## config.mk

```make
export PLATFORM = sky130hd
export DESIGN_NAME = pipelined_adder_flat
export DESIGN_NICKNAME = d
export VERILOG_FILES = /design/src/rtl/adder_pkg.sv /design/src/rtl/pipelined_adder_if.sv /design/src/rtl/adder_stage.sv /design/src/rtl/pipelined_adder.sv /design/src/flat_wrapper.sv
export SDC_FILE = /design/constraint.sdc
export NUM_CORES = 1
export LEC_CHECK = 0
export BUFFER_PORTS_ARGS = -buffer_cell sky130_fd_sc_hd__clkbuf_2
export CORE_MARGIN = 2
export CORE_UTILIZATION = 52
export CTS_CLUSTER_DIAMETER = 30
export CTS_CLUSTER_SIZE = 10
export DETAILED_ROUTE_END_ITERATION = 10
export GPL_ROUTABILITY_DRIVEN = 0
export GPL_TIMING_DRIVEN = 1
export PLACE_DENSITY = 0.76
export REMOVE_ABC_BUFFERS = 1
export SYNTH_ARGS = -nofsm -noshare
export SYNTH_HDL_FRONTEND = slang
export SYNTH_SLANG_ARGS = --single-unit
```

## constraint.sdc

```tcl
create_clock -name clk -period 2 [get_ports clk]
set_input_delay 0.1 -clock clk [delete_from_list [all_inputs] [get_ports clk]]
set_output_delay 0.1 -clock clk [all_outputs]
set_load 0.05 [all_outputs]
```

## src/rtl/adder_pkg.sv

```systemverilog
// rtl/adder_pkg.sv - shared constants, stage payload layout and chunking check for the pipelined adder
package adder_pkg;

  localparam int WIDTH_DEF = 32;
  localparam int CHUNK_DEF = 8;

  // Payload carried between stages at the default width; adder_stage keeps the same field set.
  typedef struct packed {
    logic                 valid;
    logic                 carry;
    logic [WIDTH_DEF-1:0] a;
    logic [WIDTH_DEF-1:0] b;
    logic [WIDTH_DEF-1:0] sum;
  } stage_t;

  function automatic bit chunking_ok(input int width, input int chunk);
    return (chunk > 0) && (width >= chunk) && (width % chunk == 0);
  endfunction

endpackage

```

## src/rtl/pipelined_adder_if.sv

```systemverilog
// rtl/pipelined_adder_if.sv - operand/result handshake bundle for the pipelined adder
interface pipelined_adder_if
  import adder_pkg::*;
#(
  parameter int WIDTH = WIDTH_DEF
) ();

  logic             in_valid;
  logic             in_ready;
  logic [WIDTH-1:0] in_a;
  logic [WIDTH-1:0] in_b;
  logic             in_cin;
  logic             in_sub;
  logic             out_valid;
  logic             out_ready;
  logic [WIDTH-1:0] out_sum;
  logic             out_cout;
  logic             out_ovf;

  modport master (
    output in_valid, in_a, in_b, in_cin, in_sub, out_ready,
    input  in_ready, out_valid, out_sum, out_cout, out_ovf
  );

  modport slave (
    input  in_valid, in_a, in_b, in_cin, in_sub, out_ready,
    output in_ready, out_valid, out_sum, out_cout, out_ovf
  );

endinterface

```

## src/rtl/adder_stage.sv

```systemverilog
// rtl/adder_stage.sv - one CHUNK-wide ripple segment with its pipeline register and ready logic
module adder_stage
  import adder_pkg::*;
#(
  parameter int WIDTH = WIDTH_DEF,
  parameter int CHUNK = CHUNK_DEF,
  parameter int IDX   = 0
) (
  input  logic             clk,
  input  logic             rst_n,
  input  logic             up_valid,
  output logic             up_ready,
  input  logic             up_carry,
  input  logic [WIDTH-1:0] up_a,
  input  logic [WIDTH-1:0] up_b,
  input  logic [WIDTH-1:0] up_sum,
  output logic             dn_valid,
  input  logic             dn_ready,
  output logic             dn_carry,
  output logic [WIDTH-1:0] dn_a,
  output logic [WIDTH-1:0] dn_b,
  output logic [WIDTH-1:0] dn_sum
);

  localparam int LO = IDX * CHUNK;

  logic [CHUNK:0]   seg;
  logic [WIDTH-1:0] sum_next;

  always_comb begin
    seg      = {1'b0, up_a[LO +: CHUNK]} + {1'b0, up_b[LO +: CHUNK]} + {{CHUNK{1'b0}}, up_carry};
    sum_next = up_sum;
    sum_next[LO +: CHUNK] = seg[CHUNK-1:0];
  end

  // An empty register can always refill, which lets bubbles collapse under a stalled output.
  assign up_ready = !dn_valid || dn_ready;

  always_ff @(posedge clk or negedge rst_n) begin
    if (!rst_n) begin
      dn_valid <= 1'b0;
      dn_carry <= 1'b0;
      dn_a     <= '0;
      dn_b     <= '0;
      dn_sum   <= '0;
    end else if (up_ready) begin
      dn_valid <= up_valid;
      if (up_valid) begin
        dn_carry <= seg[CHUNK];
        dn_a     <= up_a;
        dn_b     <= up_b;
        dn_sum   <= sum_next;
      end
    end
  end

endmodule

```

## src/rtl/pipelined_adder.sv

```systemverilog
// rtl/pipelined_adder.sv - WIDTH-bit add/subtract split into WIDTH/CHUNK pipelined ripple stages
module pipelined_adder
  import adder_pkg::*;
#(
  parameter int WIDTH = WIDTH_DEF,
  parameter int CHUNK = CHUNK_DEF
) (
  input logic               clk,
  input logic               rst_n,
  pipelined_adder_if.slave  bus
);

  localparam int STAGES = WIDTH / CHUNK;

  if (!chunking_ok(WIDTH, CHUNK)) begin : g_bad_chunking
    $error("pipelined_adder: WIDTH must be a positive multiple of CHUNK");
  end

  logic [STAGES:0]  v;
  logic [STAGES:0]  c;
  logic [STAGES:0]  r;
  logic [WIDTH-1:0] a [STAGES+1];
  logic [WIDTH-1:0] b [STAGES+1];
  logic [WIDTH-1:0] s [STAGES+1];

  // Subtraction is A + ~B + 1, so the caller's carry-in is overridden.
  assign v[0] = bus.in_valid;
  assign c[0] = bus.in_sub | bus.in_cin;
  assign a[0] = bus.in_a;
  assign b[0] = bus.in_sub ? ~bus.in_b : bus.in_b;
  assign s[0] = '0;

  assign r[STAGES]    = bus.out_ready;
  assign bus.in_ready = r[0];

  for (genvar k = 0; k < STAGES; k++) begin : g_stage
    adder_stage #(
      .WIDTH (WIDTH),
      .CHUNK (CHUNK),
      .IDX   (k)
    ) u_stage (
      .clk      (clk),
      .rst_n    (rst_n),
      .up_valid (v[k]),
      .up_ready (r[k]),
      .up_carry (c[k]),
      .up_a     (a[k]),
      .up_b     (b[k]),
      .up_sum   (s[k]),
      .dn_valid (v[k+1]),
      .dn_ready (r[k+1]),
      .dn_carry (c[k+1]),
      .dn_a     (a[k+1]),
      .dn_b     (b[k+1]),
      .dn_sum   (s[k+1])
    );
  end

  // Sum bit = a ^ b ^ carry-in, so the carry into the MSB is recovered from the registered bits.
  logic msb_cin;
  assign msb_cin = a[STAGES][WIDTH-1] ^ b[STAGES][WIDTH-1] ^ s[STAGES][WIDTH-1];

  assign bus.out_valid = v[STAGES];
  assign bus.out_sum   = s[STAGES];
  assign bus.out_cout  = c[STAGES];
  assign bus.out_ovf   = c[STAGES] ^ msb_cin;

  logic unused_operand_bits;
  assign unused_operand_bits = ^{a[STAGES][WIDTH-2:0], b[STAGES][WIDTH-2:0]};

endmodule

```

## src/flat_wrapper.sv

```systemverilog
// flat-port wrapper written by rule: the top's interface ports become plain ports
module pipelined_adder_flat import adder_pkg::*;
#(
  parameter int WIDTH = WIDTH_DEF,
  parameter int CHUNK = CHUNK_DEF
)
  (clk, rst_n, bus_in_valid, bus_in_a, bus_in_b, bus_in_cin, bus_in_sub, bus_out_ready, bus_in_ready, bus_out_valid, bus_out_sum, bus_out_cout, bus_out_ovf);
  pipelined_adder_if #(.WIDTH(WIDTH)) bus_i ();
  input logic clk;
  input logic rst_n;
  input wire logic [$bits(bus_i.in_valid)-1:0] bus_in_valid;
  input wire logic [$bits(bus_i.in_a)-1:0] bus_in_a;
  input wire logic [$bits(bus_i.in_b)-1:0] bus_in_b;
  input wire logic [$bits(bus_i.in_cin)-1:0] bus_in_cin;
  input wire logic [$bits(bus_i.in_sub)-1:0] bus_in_sub;
  input wire logic [$bits(bus_i.out_ready)-1:0] bus_out_ready;
  output wire logic [$bits(bus_i.in_ready)-1:0] bus_in_ready;
  output wire logic [$bits(bus_i.out_valid)-1:0] bus_out_valid;
  output wire logic [$bits(bus_i.out_sum)-1:0] bus_out_sum;
  output wire logic [$bits(bus_i.out_cout)-1:0] bus_out_cout;
  output wire logic [$bits(bus_i.out_ovf)-1:0] bus_out_ovf;
  assign bus_i.in_valid = bus_in_valid;
  assign bus_i.in_a = bus_in_a;
  assign bus_i.in_b = bus_in_b;
  assign bus_i.in_cin = bus_in_cin;
  assign bus_i.in_sub = bus_in_sub;
  assign bus_i.out_ready = bus_out_ready;
  assign bus_in_ready = bus_i.in_ready;
  assign bus_out_valid = bus_i.out_valid;
  assign bus_out_sum = bus_i.out_sum;
  assign bus_out_cout = bus_i.out_cout;
  assign bus_out_ovf = bus_i.out_ovf;
  pipelined_adder #(.WIDTH(WIDTH), .CHUNK(CHUNK)) u_core (.clk(clk), .rst_n(rst_n), .bus(bus_i));
endmodule
```

==> impl_results.md <==
- Setup crit start: u_core.g_stage[1].u_stage.dn_carry
- Depth of the CTS H-tree: 4
- Slew Viols, Final: 0
- Commonest cells post-synth: 186 x dfrtp_1, 120 x mux2_2, 56 x o21ai_0
- Flop-to-flop setup slack: -0.002 ns
- Clk sink count: 186
- CP peak stage delay: 0.42 ns
- Worst VDD drop: 0.00122 V
- DP HPWL: 11,300 um
- Post-synth EDFFs: 0
- Clock power share: 22.0%
- Largest cells by area after synthesis: dfrtp_1 55%, mux2_2 16%, ha_1 4.1%
- Vias/cell: between 5 and 6
- Most frequent cell after synthesis: dfrtp_1
- Worst path cell trace: fa_2, inv_2, fa_2, nor2b_2, o31ai_1, buf_4, nand2b_4, a211oi_2, o31ai_1
- Post-route ant nets: 0
- Core Area: between 0.015 and 0.02 mm^2
- P per Cell Area: between 1000 and 1500 mW/mm^2
- CP bufs+invs: 2
- Row count: 46
- Die footprint: 0.0173 mm^2
- CP Data Required Time: 2.31 ns
- Fin Setup TNS: -0.00235 ns
- Failing checks: negative setup slack
- Data arrival time of the critical path: approximately 2.3 ns
- Syn Area/Cell: 13.0 um^2
- Vias in the first global route: 5,846
- Root buf cell: clkbuf_16
- Top cell family by delay on the critical path: adder cells
- # IOs: approximately 110
- Slew @ Worst Pin: 0.595 ns
- Asr flop ratio synth: 100%
- Routed WL: 16,700 um
- Pre-CTS WS: -0.467 ns
- Avg WL per Cell: 15.8 um
- Total GRT Usage: 20.5%
- Reg2reg start: u_core.g_stage[1].u_stage.dn_carry
- Via count: 5,476
- Switching pwr: between 5 and 6 mW
- Worst-skew pair later-pin latency: about 0.43 ns
- F_max: 499 MHz
- Slew headroom: about three fifths
- Leak pwr: around 4.8 nW
- Die Width: roughly 130 um
- Initial DRC count: 267
- Ys Warns: 0
- Die Y: 131 um
- Initial antenna violation count: 0
- Initial Util: about 53%
- Pre-antenna DRT Iters: 4
- Largest area contributor in the netlist: dfrtp_1
- Internal Pwr Total: 9.54 mW
- Worst hold path type: input pin to flip-flop
- Largest net degree at the start of global routing: 74
- Crit path launch type: flip-flop
- CP max-delay cell: fa_2
- Sequential area share after synthesis: a little under three fifths
- Share of cells above drive strength 1: about two fifths
- Top cell type's share of synthesized area: 55.1%
- Switching Share: between 30 and 40%
- Mapped Cells: approximately 650
- CTS Buf Count: 17
- TritonCTS clock tree: done
- Max FO, Critical Path: 3
- Synthesized flop and latch total: 186
- Reg power frac: 38.8%
- Bufs on Longest Clock Path: 2
- Placed Area: roughly 0.0093 mm^2
- Setup Viol. Count Final: 1
- Combinational share of power: roughly two fifths
- Diode count: 0
- Fraction of the cycle the final worst path needs: 100%
- Status: finished, violations left
- Clock slew at reported path FFs: 0.07 ns
- Area delta synth->final: 25.3%
- Max cap viols: 0
- Worst Skew: approximately 0.0069 ns
- Final #Nets: 936
- Unrepaired setup endpoints after global routing: true
- Main synth FF type: dfrtp_1
- Endpoint class of the critical path: flip-flop
- Placed cells: 971
- Worst Min Path Start: bus_out_ready
- Final Hold Viols: 0
- Mapped cell area: 0.00845 mm^2
- Final cell count without fillers: approximately 1,100
- Tmin final: 2.00 ns
- Global route overflow: 0
- DR DRC count: 0
- Crit Path Class: flip-flop to flip-flop
- Yosys cell types: 41
- First-pass GRT wire length: about 28,000 um
- # port buffers: about 110
- Pwr Total: 15.1 mW
- Final worst slack: -0.00235 ns
- Cell area after layout: 0.0106 mm^2
==> cell families (layout without fill, tap and decap cells) <==
logic type | after synthesis | after routing | share of synthesized area (%)
flip-flops | 186 | 186 | 55.1
multiplexers | 128 | 128 | 17.1
AO/OA/AOI/OAI | 121 | 121 | 8.50
AND/OR/NAND/NOR | 90 | 90 | 5.04
XOR/XNOR | 51 | 51 | 5.29
buffers and inverters | 39 | 231 | 2.95
adder cells (fa/ha/maj) | 36 | 36 | 6.04
==> metal layers <==
layer | GRT usage [%] | wire [um] | share of wire, %
met5 | 0 | 0 | 0
met4 | 8.64 | 379 | 2.3
met3 | 4.40 | 541 | 3.2
met2 | 35.6 | 8680 | 52
met1 | 24.9 | 7090 | 42
==> flip-flops by register name, summed over array words and instances (netlist names) <==
register / cells
u_core.g_stage.u_stage.dn_carry: 4
u_core.g_stage.u_stage.dn_sum: 80
u_core.g_stage.u_stage.dn_a: 49
u_core.g_stage.u_stage.dn_b: 49
u_core.g_stage.u_stage.dn_valid: 4
==> per-stage QoR <==
step / utilization (%) / hold WS [ns]
2_1_floorplan: - / -0.196
3_3_place_gp: 58.8 / 0.159
3_5_place_dp: 58.8 / 0.166
4_1_cts: 66.3 / 0.0540
5_1_grt: 66.6 / 0.0656
6_report: 66.6 / 0.0704
==> cell usage in the layout (no fill, tap or decap), types with 9 or more instances in the layout <==
cell           instances
buf_4                 23
o21ai_0               52
a21oi_1               17
inv_1                  9
o21ai_1               10
xor2_1                25
clkbuf_2             104
clkbuf_16             17
xnor2_1               26
dfrtp_1              186
nand2_1               49
dlygate4sd3_1         50
nor2_1                14
mux2_2               120
ha_1                  28
==> power by group through the flow <==
stage	clock network (mW)	logic [mW]	registers, mW
floorplan	0	2.96	6.83
global placement	0	5.35	5.83
detailed placement	0	5.54	5.92
CTS	3.39	5.89	5.87
global route	3.57	6.45	6.01
finish	3.33	5.92	5.86
==> worst min-delay path, stage by stage <==
cell and delay, ns:
clkbuf_2 0.09, nand2b_1 0.19, nand2b_1 0.08
==> cell type report <==
cell class / count / area (um^2)
Clock inverter: 11 / 120
Tap cell: 216 / 270
Timing Repair Buffer: 187 / 1380
Clock buffer: 21 / 470
Sequential cell: 186 / 4650
Multi-Input combinational cell: 426 / 3640
Fill cell: 1183 / 5300
Inverter: 12 / 45.0
==> repair_timing <==
| item | CTS | global route |
|---|---|---|
| hold endpoints to repair | 118 | 0 |
| hold buffers | 50 | 0 |
| pin swaps | 11 | 17 |
| setup endpoints to repair | 12 | 15 |
| resized for setup | 22 | 12 |
| buffers inserted | 5 | 1 |
==> worst paths after layout <==
path,to,depth (start not counted)
max,u_core.g_stage[2].u_stage.dn_sum[22],9
min,u_core.g_stage[3].u_stage.dn_valid,3
max reg2reg,u_core.g_stage[2].u_stage.dn_sum[22],9
min reg2reg,u_core.g_stage[0].u_stage.dn_b[16],2
max in group asynchronous,u_core.g_stage[3].u_stage.dn_sum[2],3
min in group asynchronous,u_core.g_stage[0].u_stage.dn_a[23],2
Power figures use the tool's default switching activity.
